--- config.mk ---
export PLATFORM = sky130hd
export DESIGN_NAME = io_in_feeder
export DESIGN_NICKNAME = d
export VERILOG_FILES = /design/src/rtl/io_in_feeder.sv
export SDC_FILE = /design/constraint.sdc
export NUM_CORES = 1
export LEC_CHECK = 0
export ABC_AREA = 0
export BUFFER_PORTS_ARGS = -buffer_cell sky130_fd_sc_hd__buf_2
export CAP_MARGIN = 20
export CORE_ASPECT_RATIO = 1.25
export CORE_MARGIN = 8
export CORE_UTILIZATION = 56
export DETAILED_ROUTE_END_ITERATION = 6
export PLACE_DENSITY = 0.82
export SETUP_SLACK_MARGIN = 0.15
export SYNTH_ARGS = -nofsm -noshare
export SYNTH_HDL_FRONTEND = slang
export SYNTH_SLANG_ARGS = --single-unit
export TNS_END_PERCENT = 100
--- constraint.sdc ---
create_clock -name clk -period 5 [get_ports clk]
set_clock_uncertainty 0.1 [all_clocks]
set_input_delay 0.75 -clock clk [delete_from_list [all_inputs] [get_ports clk]]
set_output_delay 0.75 -clock clk [all_outputs]
set_load 0.01 [all_outputs]
--- src/rtl/io_in_feeder.sv ---
// Purpose : per-channel sample FIFOs feeding the processor's 13-bit signed io_in on one-hot req_in strobes.
// Latency : write visible to a read one cycle after wr_en; read is zero-latency (io_in combinational, pop at the edge).
// Backpr. : no stall; writes to a full channel are dropped (overflow), reads of an empty channel return 0 (underflow).
//
// Ports:
//   clk, rst           system clock, synchronous active-high reset
//   wr_en/wr_ch/wr_data acquisition-side write into channel wr_ch
//   req_in             one-hot read request; lowest set bit wins
//   io_in              head sample of the selected channel, 0 when none/empty/reset
//   full, empty        per-channel status from registered pointers
//   overflow/underflow per-channel sticky error flags, cleared by clr_flags
module io_in_feeder #(
  parameter int NBITS = 13,
  parameter int NCH   = 4,
  parameter int DEPTH = 16,
  parameter int AW    = 4
) (
  input  logic                     clk,
  input  logic                     rst,
  input  logic                     wr_en,
  input  logic [$clog2(NCH)-1:0]   wr_ch,
  input  logic signed [NBITS-1:0]  wr_data,
  input  logic [NCH-1:0]           req_in,
  output logic signed [NBITS-1:0]  io_in,
  output logic [NCH-1:0]           full,
  output logic [NCH-1:0]           empty,
  output logic [NCH-1:0]           overflow,
  output logic [NCH-1:0]           underflow,
  input  logic                     clr_flags
);

  localparam int CW = $clog2(NCH);
  localparam logic [AW:0] PTR_ONE = {{AW{1'b0}}, 1'b1};

  // Storage is never reset; only the pointers define what is valid.
  logic signed [NBITS-1:0] mem [NCH][DEPTH];

  // One extra MSB per pointer distinguishes full from empty.
  logic [AW:0] wp [NCH];
  logic [AW:0] rp [NCH];

  logic [CW-1:0]  sel;
  logic           req_any;
  logic           pop;
  logic           push;
  logic           same_ch;
  logic           ovf_ev;
  logic           udf_ev;
  logic [NCH-1:0] ovf_set;
  logic [NCH-1:0] udf_set;

  for (genvar g = 0; g < NCH; g++) begin : g_status
    assign empty[g] = (wp[g] == rp[g]);
    assign full[g]  = (wp[g][AW-1:0] == rp[g][AW-1:0]) && (wp[g][AW] != rp[g][AW]);
  end

  // Lowest set request bit selects the channel; higher bits are ignored.
  always_comb begin
    sel = '0;
    for (int i = NCH - 1; i >= 0; i--) begin
      if (req_in[i]) sel = CW'(i);
    end
  end

  assign req_any = |req_in;
  assign same_ch = (sel == wr_ch);
  assign pop     = !rst && req_any && !empty[sel];
  assign udf_ev  = !rst && req_any && empty[sel];

  // A pop on the same full channel frees a slot in the same cycle, so the write is taken.
  assign push    = !rst && wr_en && (!full[wr_ch] || (pop && same_ch));
  assign ovf_ev  = !rst && wr_en && full[wr_ch] && !(pop && same_ch);

  // No fall-through: an empty channel reads 0 even if it is being written this cycle.
  assign io_in   = pop ? mem[sel][rp[sel][AW-1:0]] : '0;

  always_comb begin
    ovf_set = '0;
    udf_set = '0;
    if (ovf_ev) ovf_set[wr_ch] = 1'b1;
    if (udf_ev) udf_set[sel]   = 1'b1;
  end

  always_ff @(posedge clk) begin
    if (push) mem[wr_ch][wp[wr_ch][AW-1:0]] <= wr_data;
  end

  always_ff @(posedge clk) begin
    if (rst) begin
      for (int i = 0; i < NCH; i++) begin
        wp[i] <= '0;
        rp[i] <= '0;
      end
      overflow  <= '0;
      underflow <= '0;
    end else begin
      if (push) wp[wr_ch] <= wp[wr_ch] + PTR_ONE;
      if (pop)  rp[sel]   <= rp[sel] + PTR_ONE;
      // A new event in the clearing cycle keeps its flag set.
      overflow  <= (clr_flags ? '0 : overflow)  | ovf_set;
      underflow <= (clr_flags ? '0 : underflow) | udf_set;
    end
  end

endmodule

==> metrics.md <==
| Metric | Value |
|---|---|
| Setup TNS | 0 ns |
| Final WS setup | 0.1945 ns |
| Synthesis-to-layout area growth | 12.94% |
| Vias in the first global route | 22152 |
| Antenna violations before repair | 2 |
| Largest family of logic cells by synthesized area | compound AO/OA/AOI/OAI gates |
| Max transition margin | 0.2579 |
| Power Total | 15710 uW |
| Simple-Gate Fraction of Synth Area | 0.08713 |
| CP Class | register to output pin |
| DRC violations left | 0 |
| Cell leakage power | 0.01274 uW |
| Initial Util | 0.5614 |
| Fill cell count | 4114 |
| Peak supply drop | 0.2466 mV |
| Final period util | 0.9611 |
| Nets | 2474 |
| WL final | 93290 um |
| CP arrival | 3.96 ns |
| Synth warnings | 0 |
| Root Buffer | clkbuf_16 |
| GPL Wtd Cong | 0.9481 |
| Clk_lat worst skew | 0.63 ns |
| Die width | 238.1 um |
| Highest clock rate | 208.1 MHz |
| Num rows | 102 |
| Pre-CTS setup slack | 0.2194 ns |
| Hold Buf Count CTS | 0 |
| Syn_area_per_cell | 14.85 um^2 |
| Die Y-Extent | 293.6 um |
| Post-Syn Instances | 2326 |
| Core area | 61510 um^2 |
| Xor/xnor share of the synthesized area | 0.006594 |
| Number of I/O pins | 52 |
| Area of the multi-input gates | 7490 um^2 |
| Power per cell area | 402.9 nW/um^2 |
| Largest net degree at the start of global routing | 107 |
| Pre-antenna DRT Iters | 6 |
| Clock Tree Buf Depth | 3 |
| Reg clk slew, reported paths | 0.06 ns |
| Die footprint | 69920 um^2 |
| Drt initial violations | 3236 |
| CTS Buf Count | 78 |
| Placed wire-length estimate | 55750 um |
| Final slew viol count | 0 |
| Synthesized area | 34530 um^2 |
| Slowest stage cell, crit path | o31ai_1 |
| Overflow after GRT | 0 |
| Num Clock Sinks | 880 |
| Wire per inst | 27.94 um |
| CP startpoint kind | register |
| Primary FF master, synth | edfxtp_1 |
| Worst path buffer plus inverter count | 3 |
| Outcome | finished, final reports clean |
| Sequential cell area | 26350 um^2 |
| Crit path capture type | output pin |
| Post-CTS setup buffer count | 0 |
| Final Setup Violations | 0 |
| Vias/cell | 6.687 |
| Critical Path RT | 4.15 ns |
| Seq/Total Area, Yosys | 0.7629 |
| Total GRT Usage | 0.2615 |
| Port bufs | 51 |
| Worst min-delay path category | input port to register |
| Post-synthesis adder-cell area fraction | 0.001812 |
| Yosys reg bits | 880 |
| Actual slew at the worst max-slew pin | 1.111 ns |
| CP max FO | 95 |
| Routed Antenna Nets | 0 |
| Post-synth EDFFs | 872 |
| CTS tree | done |
| Post-synthesis mux area share | 0.02033 |
| RSZ-0062 raised after global routing | no |
| First-pass GRT wire length | 136700 um |
| Fin crit period | 4.806 ns |
| Final hold viol count | 0 |
| Vias | 22327 |
| Layout cells sized above 1 | 0.1457 |
| Post-synthesis compound-gate area fraction | 0.09985 |
| Distinct cell type count after synthesis | 70 |
| Post-synth ARST share | 0 |
| Worst path max stage delay | 0.44 ns |
| Max_cap viols | 0 |
| Crit path max-delay family | compound AO/OA/AOI/OAI gates |
| Post-Syn Nets | 2354 |
| H-tree Lvls | 3 |
| CP Cell Sequence | and3b_1 -> o211a_2 -> nor2_4 -> buf_12 -> nor4_1 -> o31ai_1 -> a21oi_1 -> buf_4 -> o32a_1 -> buf_2 |
power breakdown:
part | internal [uW] | switching, uW | total (uW)
clock | 3440 | 2610 | 6050
sequential | 8160 | 33.3 | 8190
combinational | 454 | 1020 | 1470
total | 12100 | 3660 | 15700
routing by layer:
layer	part of all wire	wire length, um	GRT usage	up-vias
met5	0.00016	15	0	-
met4	0.065	6096	0.1658	2
met3	0.12	10830	0.05498	369
met2	0.48	44630	0.4229	1693
met1	0.34	31720	0.3207	10906
li1	-	-	-	9357
cell type report:
type,count,area share
Timing Repair Buffer,195,0.03869
Sequential cell,880,0.6755
Multi-Input combinational cell,1276,0.1920
Clock inverter,41,0.01068
Tap cell,832,0.02669
Clock buffer,98,0.05469
Antenna cell,2,0.0001283
Inverter,15,0.001636
cells in the mapped netlist (5+ instances only):
| master | count | share of area |
|---|---|---|
| o311ai_0 | 5 | 0.0013 |
| dfxtp_1 | 8 | 0.0046 |
| o31a_1 | 10 | 0.0025 |
| buf_1 | 7 | 0.00076 |
| nor2_1 | 371 | 0.040 |
| buf_2 | 30 | 0.0043 |
| or3_1 | 13 | 0.0024 |
| o22ai_1 | 237 | 0.043 |
| mux2i_1 | 15 | 0.0043 |
| clkbuf_1 | 106 | 0.012 |
| mux4_2 | 6 | 0.0039 |
| o21ai_0 | 47 | 0.0068 |
| nor4_1 | 16 | 0.0029 |
| nand3_1 | 25 | 0.0036 |
| a22o_1 | 10 | 0.0025 |
| nand2_1 | 94 | 0.010 |
| a31oi_1 | 7 | 0.0013 |
| xor2_1 | 6 | 0.0015 |
| buf_6 | 5 | 0.0016 |
| nor2b_1 | 11 | 0.0020 |
| o221ai_1 | 10 | 0.0025 |
| a311oi_1 | 13 | 0.0033 |
| a21oi_1 | 30 | 0.0043 |
| a22oi_1 | 8 | 0.0017 |
| inv_1 | 11 | 0.0012 |
| mux2_2 | 37 | 0.012 |
| edfxtp_1 | 872 | 0.76 |
| o31ai_1 | 14 | 0.0030 |
| ha_1 | 5 | 0.0018 |
| o32a_1 | 10 | 0.0029 |
| xnor2_1 | 20 | 0.0051 |
| nand4_1 | 7 | 0.0013 |
| a311o_1 | 9 | 0.0026 |
| nor3_1 | 95 | 0.014 |
| a41o_1 | 7 | 0.0020 |
| a211oi_1 | 67 | 0.015 |
| buf_4 | 7 | 0.0015 |
| and3_1 | 26 | 0.0047 |
cell families (layout without fill, tap and decap cells):
family	Yosys count	after routing
xor+xnor	26	26
other cells	0	2
mux	58	58
compound gates	505	505
flops	880	880
simple gates	682	682
fa+ha+maj	5	5
buf+inv	170	349
repair_timing:
| item | 4_1_cts | 5_1_grt |
|---|---|---|
| gates resized for setup | 0 | 3 |
| setup endpoints to repair | 0 | 8 |
| hold endpoints to repair | 0 | 0 |
placed cells by master, fill, tap and decap left out, types with 9 or more instances in the layout:
cell type / count
edfxtp_1: 872
a211oi_1: 67
nor2_1: 371
a21oi_1: 30
nand2_1: 93
o32a_1: 10
o31ai_1: 14
and3_1: 26
mux2i_1: 15
clkinv_2: 12
clkbuf_16: 83
a22o_1: 10
nor2b_1: 10
nor4_1: 16
o221ai_1: 10
buf_2: 52
a311oi_1: 13
o31a_1: 10
mux2_2: 37
nor3_1: 94
clkbuf_1: 15
a311o_1: 9
o21ai_0: 47
clkinv_1: 18
xnor2_1: 20
buf_12: 14
o22ai_1: 237
buf_4: 129
nand3_1: 25
inv_1: 11
or3_1: 13
path summary, 6_finish.rpt:
check | from | end | slack (ns) | cells past startpoint
max | rp[3][0] | io_in[8] | 0.19 | 10
min | rst | underflow[2] | 0.28 | 2
max reg2reg | rp[0][0] | mem[2][165] | 1.42 | 9
min reg2reg | overflow[3] | overflow[3] | 0.35 | 2
stage by stage:
step	hold WS, ns	cells	area (um^2)	utilization
5_1_grt	0.2889	3337	39000	0.6340
4_1_cts	0.2585	3335	38970	0.6335
3_3_place_gp	0.3345	3196	36420	0.5920
3_5_place_dp	0.3388	3196	36420	0.5920
2_1_floorplan	0.3801	2326	34530	-
6_report	0.2789	3339	39000	0.6341
state kept, by name, indices dropped and copies added, names as in the netlist:
signal and cells:
overflow 4, underflow 4, rp 20, wp 20, mem 832
(Power assumes the default switching activity.)
